===== config.mk =====
export PLATFORM = sky130hd
export DESIGN_NAME = fetch_unit
export DESIGN_NICKNAME = d
export VERILOG_FILES = /design/src/rtl/core_pkg.sv /design/src/rtl/fetch_fifo.sv /design/src/rtl/fetch_unit.sv
export SDC_FILE = /design/constraint.sdc
export NUM_CORES = 1
export LEC_CHECK = 0
export ABC_AREA = 1
export CAP_MARGIN = 25
export CORE_AREA = 2 2 103 145
export CTS_BUF_LIST = sky130_fd_sc_hd__clkbuf_16
export DETAILED_ROUTE_END_ITERATION = 7
export DIE_AREA = 0 0 105 147
export DONT_BUFFER_PORTS = 1
export GPL_ROUTABILITY_DRIVEN = 0
export MAX_ROUTING_LAYER = met4
export PLACE_DENSITY_LB_ADDON = 0.15
export SYNTH_ARGS = -nofsm -noshare
export SYNTH_HDL_FRONTEND = slang
export SYNTH_SLANG_ARGS = --single-unit
export TNS_END_PERCENT = 1

===== constraint.sdc =====
create_clock -name clk -period 6.87 [get_ports clk]
set_input_delay 0.3435 -clock clk [delete_from_list [all_inputs] [get_ports clk]]
set_output_delay 0.3435 -clock clk [all_outputs]
set_load 0.1 [all_outputs]

===== src/rtl/core_pkg.sv =====
// rtl/core_pkg.sv - shared types and constants for the fetch stage
// Purpose: fetch FSM state encoding, fetch FIFO entry layout, default reset vector.
// Ports: none (package).
package core_pkg;

  localparam logic [31:0] RESET_VECTOR_DEFAULT = 32'h0000_0000;

  typedef enum logic [1:0] {
    IDLE,
    FETCH,
    DROP,
    HALT
  } fetch_state_e;

  typedef struct packed {
    logic [31:0] pc;
    logic [31:0] inst;
    logic        fault;
  } fetch_entry_t;

endpackage


===== src/rtl/fetch_fifo.sv =====
// rtl/fetch_fifo.sv - DEPTH-entry FIFO of fetched instructions
// Purpose: buffers fetch_entry_t words between imem and decode.
// Ports:
//   clk, rst      clock, synchronous active-high reset
//   clr_i         drop all entries (wins over push/pop)
//   push_i        write wdata_i at tail (caller guarantees space)
//   wdata_i       entry to write
//   pop_i         retire head (caller guarantees non-empty)
//   head_o        current head entry (stale when count_o == 0)
//   count_o       number of valid entries
module fetch_fifo
  import core_pkg::*;
#(
  parameter int unsigned DEPTH = 2
) (
  input  logic                     clk,
  input  logic                     rst,
  input  logic                     clr_i,
  input  logic                     push_i,
  input  fetch_entry_t             wdata_i,
  input  logic                     pop_i,
  output fetch_entry_t             head_o,
  output logic [$clog2(DEPTH):0]   count_o
);

  localparam int unsigned AW = $clog2(DEPTH);
  localparam int unsigned CW = AW + 1;

  fetch_entry_t    mem_q [DEPTH];
  logic [AW-1:0]   wptr_q, rptr_q;
  logic [CW-1:0]   count_q;

  always_ff @(posedge clk) begin
    if (rst || clr_i) begin
      wptr_q  <= '0;
      rptr_q  <= '0;
      count_q <= '0;
    end else begin
      if (push_i) wptr_q <= wptr_q + AW'(1);
      if (pop_i)  rptr_q <= rptr_q + AW'(1);
      count_q <= count_q + CW'(push_i) - CW'(pop_i);
    end
  end

  // Storage needs no reset: the head is only consumed while count_o != 0.
  always_ff @(posedge clk) begin
    if (push_i && !clr_i) mem_q[wptr_q] <= wdata_i;
  end

  assign head_o  = mem_q[rptr_q];
  assign count_o = count_q;

endmodule


===== src/rtl/fetch_unit.sv =====
// rtl/fetch_unit.sv - instruction fetch stage with PC, imem request FSM and fetch FIFO
// Purpose: owns the PC, issues one imem read at a time, buffers words for decode.
// Ports:
//   clk, rst                      clock, synchronous active-high reset
//   redirect_valid, redirect_pc   execute-stage PC load request
//   imem_req, imem_addr           read request toward instruction memory
//   imem_ack, imem_rdata          request accepted with data in the same cycle
//   inst_valid, inst_ready        handshake toward decode
//   inst_data, inst_pc, inst_fault  FIFO head contents (zero when empty)
module fetch_unit
  import core_pkg::*;
#(
  parameter logic [31:0] RESET_VECTOR = RESET_VECTOR_DEFAULT,
  parameter int unsigned DEPTH        = 2
) (
  input  logic        clk,
  input  logic        rst,
  input  logic        redirect_valid,
  input  logic [31:0] redirect_pc,
  output logic        imem_req,
  output logic [31:0] imem_addr,
  input  logic        imem_ack,
  input  logic [31:0] imem_rdata,
  output logic        inst_valid,
  input  logic        inst_ready,
  output logic [31:0] inst_data,
  output logic [31:0] inst_pc,
  output logic        inst_fault
);

  localparam int unsigned   CW      = $clog2(DEPTH) + 1;
  localparam logic [CW-1:0] DEPTH_C = CW'(DEPTH);

  fetch_state_e  state_q, state_d;
  logic [31:0]   pc_q, pc_d;
  logic [31:0]   drop_addr_q, drop_addr_d;
  logic          fault_pend_q, fault_pend_d;

  logic          fifo_clr, fifo_push, fifo_pop;
  fetch_entry_t  fifo_wdata, fifo_head;
  logic [CW-1:0] fifo_count;
  logic [CW-1:0] count_after;
  logic          misaligned;

  assign misaligned = (redirect_pc[1:0] != 2'b00);

  fetch_fifo #(.DEPTH(DEPTH)) u_fifo (
    .clk     (clk),
    .rst     (rst),
    .clr_i   (fifo_clr),
    .push_i  (fifo_push),
    .wdata_i (fifo_wdata),
    .pop_i   (fifo_pop),
    .head_o  (fifo_head),
    .count_o (fifo_count)
  );

  always_ff @(posedge clk) begin
    if (rst) begin
      state_q      <= IDLE;
      pc_q         <= RESET_VECTOR;
      drop_addr_q  <= '0;
      fault_pend_q <= 1'b0;
    end else begin
      state_q      <= state_d;
      pc_q         <= pc_d;
      drop_addr_q  <= drop_addr_d;
      fault_pend_q <= fault_pend_d;
    end
  end

  always_comb begin
    state_d      = state_q;
    pc_d         = pc_q;
    drop_addr_d  = drop_addr_q;
    fault_pend_d = fault_pend_q;
    count_after  = fifo_count + CW'(fifo_push) - CW'(fifo_pop);
    if (redirect_valid) begin
      pc_d         = redirect_pc;
      // A misaligned target becomes a single fault entry, pushed from HALT.
      fault_pend_d = misaligned;
      if (imem_req && !imem_ack) begin
        // The outstanding read must still complete; park its address.
        state_d = DROP;
        if (state_q == FETCH) drop_addr_d = pc_q;
      end else if (misaligned) begin
        state_d = HALT;
      end else if (imem_req) begin
        state_d = IDLE;
      end else begin
        state_d = FETCH;
      end
    end else begin
      case (state_q)
        IDLE:    if (fifo_count < DEPTH_C) state_d = FETCH;
        FETCH: begin
          if (imem_ack) begin
            pc_d = pc_q + 32'd4;
            if (count_after >= DEPTH_C) state_d = IDLE;
          end
        end
        DROP:    if (imem_ack) state_d = fault_pend_q ? HALT : IDLE;
        HALT:    fault_pend_d = 1'b0;
        default: state_d = IDLE;
      endcase
    end
  end

  always_comb begin
    imem_req   = (state_q == FETCH) || (state_q == DROP);
    imem_addr  = (state_q == FETCH) ? pc_q :
                 (state_q == DROP)  ? drop_addr_q : 32'h0;
    inst_valid = (fifo_count != '0);
    fifo_clr   = redirect_valid;
    fifo_pop   = inst_valid && inst_ready && !redirect_valid;
    fifo_push  = !redirect_valid &&
                 (((state_q == FETCH) && imem_ack) || ((state_q == HALT) && fault_pend_q));
    if (state_q == HALT) fifo_wdata = '{pc: pc_q, inst: 32'h0, fault: 1'b1};
    else                 fifo_wdata = '{pc: pc_q, inst: imem_rdata, fault: 1'b0};
    inst_data  = inst_valid ? fifo_head.inst  : 32'h0;
    inst_pc    = inst_valid ? fifo_head.pc    : 32'h0;
    inst_fault = inst_valid ? fifo_head.fault : 1'b0;
  end

endmodule


==> results of run 1 <==
[cell families after synthesis]
family / count (synthesis) / share of synthesized area [%]
flip-flops: 202 / 56.43
XOR/XNOR: 3 / 0.2775
AO/OA/AOI/OAI: 226 / 12.63
adder cells (fa/ha/maj): 7 / 0.9247
buffers and inverters: 203 / 8.388
AND/OR/NAND/NOR: 468 / 21.35
[layer usage]
layer,global-route usage [%],share of wire [%],vias to the layer above
met3,4.614,6.7,79
met2,53.57,51,324
met1,37.21,38,3620
met4,15.07,4.7,0
met5,-,0,-
li1,-,-,3722
[critical path, stage by stage (launching register included)]
cell	delay, ps
dfxtp_1	340
inv_1	80
ha_1	570
inv_2	340
buf_12	280
o21ai_2	850
[state kept, by name, indices dropped and copies added, names as in the netlist, named ones only]
name,cells
u_fifo.wptr_q,1
pc_q,32
fault_pend_q,1
u_fifo.mem_q,130
u_fifo.rptr_q,1
u_fifo.count_o,2
drop_addr_q,32
state_q,2
[cells in the final DEF, fill, tap and decap left out, drive strengths merged, types with 2 or more instances in the layout]
cell      instances
a21oi           121
a31oi             7
buf              79
bufinv            5
clkbuf           19
clkinv            4
clkinvlp          2
dfxtp            72
edfxtp          130
ha                7
inv             144
nand2           269
nand3            83
nand4             5
nor2            104
nor3              6
o211ai            3
o21ai            82
o21bai            2
o31ai             6
xnor2             2
[power groups by stage]
stage / sequential (W) / combinational (W) / clock (W)
after detailed placement: 0.00141 / 0.000437 / 0
after global placement: 0.00141 / 0.000414 / 0
after floorplan: 0.00140 / 0.000339 / 0
final: 0.00139 / 0.000460 / 0.00113
after global routing: 0.00139 / 0.000492 / 0.00117
after CTS: 0.00139 / 0.000442 / 0.00113
[worst max-delay path by stage]
stage                               end  cells past startpoint  startpoint
floorplan            u_fifo.mem_q[1][0]                      7  state_q[1]
global placement     u_fifo.mem_q[1][4]                      7  state_q[1]
detailed placement  u_fifo.mem_q[1][11]                      7  state_q[1]
CTS                        imem_addr[4]                      4  state_q[1]
global route         u_fifo.mem_q[1][9]                      8  state_q[1]
finish                     imem_addr[4]                      5  state_q[1]
[layout make-up]
class                      instances  area [um2]  area share (%)
clock buffer                      19       475.5           4.139
clock inverter                    13       193.9           1.688
inverter                         142       538.0           4.684
multi-input combinational        704        3784           32.94
sequential                       202        5346           46.54
tap                              189       236.5           2.059
timing repair buffer              80       913.4           7.951
[per-stage QoR]
| stage | util (%) | worst slack [ps] | total power [W] | cell area [um2] | std cells |
|---|---|---|---|---|---|
| after CTS | 80.35 | 2856 | 0.002965 | 11400 | 1345 |
| after detailed placement | 75.56 | 3352 | 0.001851 | 10720 | 1312 |
| after global routing | 80.99 | 3392 | 0.003060 | 11490 | 1349 |
| final | 80.99 | 3563 | 0.002977 | 11490 | 1349 |
| after floorplan | - | 2655 | 0.001738 | 9472 | 1109 |
| after global placement | 72.21 | 3463 | 0.001825 | 10240 | 1282 |
[Yosys cell counts, types with 2 or more instances]
cell | number | share of area, %
a21oi_2 | 3 | 0.28
o211ai_1 | 3 | 0.24
clkbuf_1 | 34 | 1.3
nand2_4 | 3 | 0.36
a31oi_1 | 7 | 0.46
inv_2 | 4 | 0.16
ha_1 | 7 | 0.92
nand4_1 | 5 | 0.33
nor2_4 | 9 | 1.1
buf_1 | 10 | 0.40
o21bai_1 | 2 | 0.16
nand3_1 | 82 | 4.3
o31ai_1 | 6 | 0.48
inv_1 | 136 | 5.4
nand2_2 | 8 | 0.53
a21oi_1 | 118 | 6.2
nor3_1 | 6 | 0.32
o21ai_1 | 2 | 0.11
nor2_1 | 86 | 3.4
nor2_2 | 9 | 0.59
edfxtp_1 | 130 | 41
buf_2 | 16 | 0.85
nand2_1 | 258 | 10
o21ai_0 | 80 | 4.2
xnor2_1 | 2 | 0.18
dfxtp_1 | 72 | 15
[repair_timing]
item                                   4_1_cts  5_1_grt
resized for setup                            0        0
endpoints found under the hold margin       22        0
hold buffers                                 1        0
==> run summary, run 1 <==
worst vdd ir - 0.0002085 V
WL final - 24.15 mm
Arr. time, crit path - 2960 ps
Tcrit/Tclk final - 48.14%
Sw Ratio - 28.17%
unrepaired setup endpoints after global routing - false
vias in the first global route - 7530
io pins - 168
mapped cell area - 9472 um2
Clock Skew - 5.730 ps
Syn Area/Cell - 8.541 um2
max_slew headroom - 26.90%
Horiz. Die Dim - 105 um
port bufs - 0
Flop pwr share - 46.7%
Worst Path Max Fanout - 34
row count - 52
Hold Fails Final Rpt - 0
pin count of the biggest net entering global routing - 66
FF-to-FF End - u_fifo.mem_q[1][9]
maximum clock path buffer count - 3
CTS tree - done
Clk pwr share - 37.9%
root buffer cell - clkbuf_16
run status - completed
post-synth cell types - 37
Final HPWL DP - 15.94 mm
total track usage - 31.67%
area growth from synthesis to layout - 21.28%
clk_lat worst skew - 480 ps
Congestion Overflow GR - 0
max_cap viols - 0
DRC Markers - 0
Leak - 4.276 nW
Critical Path RT - 6530 ps
worst hold path depth - 2
DR vias/cell - 5.741
die area - 15440 um2
asr flop ratio synth - 0%
Power Density - 259.2 nW/um2
Final setup viols - 0
max-slew violation count - 0
Comb power frac - 15.4%
final-layout fill cell count - 891
Post-CTS Setup Repair Bufs - 0
Cells after Synth - 1109
worst setup path class - flip-flop to primary output
Crit Reg-Reg Startpoint - state_q[1]
H-tree Lvls - 1
Reg clk slew, reported paths - 60 ps
hold worst-path end - pc_q[1]
Clock Sink Count - 202
share of cells above drive strength 1 - 21.47%
Vias - 7745
Diodes inserted - 0
Worst R2R Setup Slack - 3580 ps
number of synthesized flops with an enable pin - 130
min cycle time layout - 3308 ps
Initial Util - 66.78%
WHS - 13.34 ps
Yosys warning count - 0
TritonCTS buffer count - 19
1st-pass router iterations - 5
Hold Crit Start - redirect_pc[1]
endpoint class of the critical path - primary output
initial antenna violation count - 0
R2R cell count - 8
Fmax achieved - 302.3 MHz
sequential fraction of the synthesis area - 56.43%
syn nets - 1185
core box area - 14180 um2
Fin Setup TNS - 0 ps
dominant synthesized flop cell - edfxtp_1
Psw - 0.0008385 W
first-pass GRT wire length - 37.63 mm
Slew @ Worst Pin - 1096 ps
Detailed Route Iter0 Violations - 489
startpoint types - flip-flop
Final nets - 1225
DR WL/cell - 17.90 um
flip-flop and latch count after synthesis - 202
Antenna Nets Post-Route - 0
Die Span Y - 147 um
worst hold path type - input pin to flip-flop
internal power - 0.002139 W
Power figures use the tool's default switching activity.
==> inputs of run 2 (changes only) <==
CORE_AREA = 2 2 106 149   (was 2 2 103 145)
DIE_AREA = 0 0 108 151   (was 0 0 105 147)
clock period = 3.4 ns   (was 6.87 ns; I/O delays follow)
==> run 2 against run 1 <==
Against the previous run:
- clock skew up 4.4 ps
- non-clock buffer count increased by 101
- wire length rose by 5.3%
- sequential power increased by 100%
- core utilization increased by 0.44 points
- total power is 100% higher
==> run summary, run 2 (same netlist as run 1, synthesis figures left out) <==
Post-CTS Setup Repair Bufs - 0
worst hold path depth - 3
Final setup viols - 0
Hold Fails Final Rpt - 0
Leak - 4.688 nW
min cycle time layout - 3004 ps
area growth from synthesis to layout - 28.28%
H-tree Lvls - 1
Detailed Route Iter0 Violations - 584
commonest non-fill, non-tap cell in the layout - nand2_1
Hold Crit Start - redirect_pc[15]
max FFs per register - 130
CTS tree - done
run status - completed
Final HPWL DP - 15.98 mm
core box area - 14920 um2
worst vdd ir - 0.0004893 V
port bufs - 0
Clock Sink Count - 202
most frequent cells in the layout - 258 x nand2_1, 135 x inv_1, 130 x edfxtp_1
max-slew violation count - 0
die area - 16310 um2
Cell Chain, Critical Path - inv_1, ha_1, buf_4, inv_2, buf_4, nand3_1, o21ai_2, buf_4
Power Density - 499.5 nW/um2
Tcrit/Tclk final - 88.36%
final std cells w/o fill - 1456
Max stage delay on crit path - 460 ps
final setup margin - 395.7 ps
Clock Skew - 10.17 ps
FF-to-FF End - u_fifo.mem_q[1][10]
unrepaired setup endpoints after global routing - false
initial antenna violation count - 0
Worst R2R Setup Slack - 740 ps
Worst Path Max Fanout - 24
largest registers - u_fifo.mem_q: 130 flops, drop_addr_q: 32 flops, pc_q: 32 flops
R2R cell count - 7
Slew @ Worst Pin - 892.6 ps
Initial Util - 63.48%
Horiz. Die Dim - 108 um
Fin Setup TNS - 0 ps
startpoint types - flip-flop
DR vias/cell - 5.696
maximum clock path buffer count - 3
vias in the first global route - 7875
Vias - 8294
max_cap viols - 0
worst hold path type - input pin to flip-flop
TritonCTS buffer count - 20
critical path's slowest cell - inv_2
Reg clk slew, reported paths - 60 ps
max_slew headroom - 40.43%
1st-pass router iterations - 7
Biggest register - u_fifo.mem_q
Diodes inserted - 0
Die Span Y - 151 um
io pins - 168
endpoint class of the critical path - primary output
total power - 0.006069 W
pin count of the biggest net entering global routing - 66
DR WL/cell - 17.47 um
Arr. time, crit path - 2830 ps
root buffer cell - clkbuf_16
total track usage - 31.63%
hold worst-path end - pc_q[15]
Antenna Nets Post-Route - 0
clk_lat worst skew - 490 ps
worst setup path class - flip-flop to primary output
placed insts - 1352
row count - 53
WL final - 25.43 mm
WHS - 23.93 ps
most used cell, CP - buf_4
first-pass GRT wire length - 38.83 mm
pre-CTS WS - 740.2 ps
Congestion Overflow GR - 0
Critical Path RT - 3230 ps
DRC Markers - 0
share of cells above drive strength 1 - 22.71%
Crit Reg-Reg Startpoint - state_q[1]
Fmax achieved - 332.9 MHz
Final nets - 1327
## run 2: changes by cell type in the layout (fill, tap and decap cells not counted), sizes merged
cell,change
inv,-1
bufinv,-2
buf,+36
clkinvlp,-2
clkbuf,+2
dlygate4sd3,+65
clkinv,+6
## run 2: layer usage
layer / up-vias / GRT usage, % / routed length [um]
met5: - / - / 0
met4: 0 / 14.42 / 1090
met3: 80 / 4.260 / 1945
met2: 374 / 55.35 / 13090
met1: 3901 / 35.98 / 9302
li1: 3939 / - / -
## run 2: worst max-delay path by stage
stage	start	endpoint	slack, ps	depth (start not counted)
finish	state_q[1]	imem_addr[24]	400	8
global placement	state_q[1]	u_fifo.mem_q[1][42]	850	7
CTS	state_q[1]	imem_addr[27]	460	8
floorplan	state_q[1]	u_fifo.mem_q[0][0]	-790	7
detailed placement	state_q[1]	u_fifo.mem_q[1][42]	740	7
global route	state_q[1]	imem_addr[24]	300	8
## run 2: final cells by class
type	instances	area [um2]
Fill cell	908	2770
Inverter	142	538.0
Tap cell	192	240.2
Clock inverter	14	145.1
Sequential cell	202	5346
Timing Repair Buffer	181	1572
Multi-Input combinational cell	704	3784
Clock buffer	21	525.5
## run 2: repair_timing
action                                 4_1_cts  5_1_grt
endpoints found under the hold margin      104        0
hold buffers                                66        0
gates resized for setup                      0        0
## run 2: power by group
part	internal, W	total (W)	switching (W)
Clock	0.00135	0.00225	0.000901
Combinational	0.000252	0.00101	0.000760
Sequential	0.00272	0.00281	0.0000858
Total	0.00432	0.00607	0.00175
## run 2: critical path, delay by kind of cell, from the launching register on
kind	cells	cell delay, ps
compound gates	1	90
fa+ha+maj	1	240
buf+inv	5	1460
flops	1	390
simple gates	1	150
## run 2: stage by stage
stage | instance area (um2) | util [%]
detailed placement | 10760 | 72.13
global route | 12150 | 81.43
floorplan | 9474 | -
global placement | 10740 | 71.99
CTS | 12090 | 81.05
finish | 12150 | 81.43
==> inputs of run 3 (changes only) <==
REMOVE_ABC_BUFFERS = 1   (was unset)
==> run 3 against run 2 <==
Against the previous run:
- non-clock buffer count is 1 lower
- sequential share of layout area fell by 0.19 points
- clock skew is 5.0 ps higher
- final cell count increased by 0.14%
- maximum frequency up 6.2%
- die area is the same
- global-route usage fell by 0.30 points
- core utilization increased by 0.36 points
- largest power group unchanged
==> run summary, run 3 (same netlist as run 1, synthesis figures left out) <==
met2 Use GR - 53.74%
M1 GR Usage - 36.53%
placed inst area - 10770 um2
Post-CTS Setup Repair Bufs - 0
Reg clk slew, reported paths - 70 ps
commonest non-fill, non-tap cell in the layout - nand2_1
TritonCTS buffer count - 20
post-CTS sizing - 0
Vias - 8326
layer with the highest usage - met2
run status - completed
Worst Path Max Fanout - 27
max-slew violation count - 0
startpoint types - flip-flop
Detailed Route Iter0 Violations - 641
total power - 0.006193 W
min cycle time layout - 2829 ps
maximum clock path buffer count - 3
Horiz. Die Dim - 108 um
Slew @ Worst Pin - 790.3 ps
DR WL/cell - 17.42 um
port bufs - 0
Critical Path RT - 3230 ps
Clock Sink Count - 202
io pins - 168
largest registers - u_fifo.mem_q: 130 flops, drop_addr_q: 32 flops, pc_q: 32 flops
Leak - 4.708 nW
Arr. time, crit path - 2660 ps
H-tree Lvls - 1
total track usage - 31.34%
core box area - 14920 um2
1st-pass router iterations - 5
max FFs per register - 130
Power Density - 507.4 nW/um2
worst vdd ir - 0.0005524 V
CTS tree - done
clk_lat worst skew - 490 ps
Antenna Nets Post-Route - 0
endpoint class of the critical path - primary output
row count - 53
M3 GR Usage - 3.744%
worst hold path type - input pin to flip-flop
Die Span Y - 151 um
first-pass GRT wire length - 38.70 mm
initial antenna violation count - 1
Final HPWL DP - 15.65 mm
DRC Markers - 0
pin count of the biggest net entering global routing - 66
vias in the first global route - 7906
WL final - 25.40 mm
Final nets - 1326
Tcrit/Tclk final - 83.19%
worst setup path class - flip-flop to primary output
Clock Skew - 15.20 ps
Congestion Overflow GR - 0
design area - 12200 um2
Final setup viols - 0
Fmax achieved - 353.5 MHz
max_slew headroom - 47.25%
Initial Util - 63.48%
Biggest register - u_fifo.mem_q
max_cap viols - 0
die area - 16310 um2
Fin Setup TNS - 0 ps
most frequent cells in the layout - 258 x nand2_1, 135 x inv_1, 130 x edfxtp_1
DR vias/cell - 5.711
share of cells above drive strength 1 - 22.86%
root buffer cell - clkbuf_16
Hold Fails Final Rpt - 0
unrepaired setup endpoints after global routing - false
area growth from synthesis to layout - 28.85%
run 3: final cells by class:
cell class / instances / area (um2)
antenna: 2 / 5.005
clock buffer: 23 / 575.6
clock inverter: 13 / 141.4
fill: 918 / 2716
inverter: 142 / 538.0
multi-input combinational: 704 / 3784
sequential: 202 / 5346
tap: 192 / 240.2
timing repair buffer: 180 / 1574
run 3: timing repair:
| item | in CTS | in global routing |
|---|---|---|
| endpoints found under the hold margin | 103 | 0 |
| hold buffers | 65 | 0 |
| setup endpoints to repair | 0 | 0 |
run 3: power breakdown:
part / leakage (nW) / total, W / switching [W] / internal (W)
combinational: 2.58 / 0.00101 / 0.000759 / 0.000252
clock: 0.358 / 0.00237 / 0.000928 / 0.00144
sequential: 1.77 / 0.00281 / 0.0000880 / 0.00272
run 3: layer usage:
metal | wire length, um | vias to the layer above
li1 | - | 3936
met1 | 9424 | 3925
met2 | 13060 | 388
met3 | 1764 | 77
met4 | 1151 | 0
met5 | 0 | -
run 3: metrics by stage:
stage | worst slack (ps) | cells | hold WS, ps | util (%)
6_report | 571.4 | 1458 | 8.925 | 81.79
5_1_grt | 442.2 | 1458 | 12.13 | 81.79
4_1_cts | 626.6 | 1453 | 2.655 | 81.38
3_5_place_dp | 1070 | 1352 | 236.0 | 72.21
3_3_place_gp | 1151 | 1352 | 236.5 | 72.21
2_1_floorplan | -1709 | 1048 | 232.4 | -
run 3: worst paths after layout:
kind / start / to / slack (ps) / cells after the start
hold / removal: redirect_pc[22] / pc_q[22] / 9 / 3
hold reg to reg: drop_addr_q[24] / drop_addr_q[24] / 450 / 2
setup reg to reg: state_q[1] / pc_q[28] / 780 / 8
setup / recovery: state_q[1] / imem_addr[20] / 570 / 7
run 3: worst max-delay path: stages (launching register included):
cell and delay, ps:
dfxtp_1 370, inv_1 90, ha_1 240, inv_2 450, buf_4 450, nand3_1 150, o21ai_2 100, buf_4 310
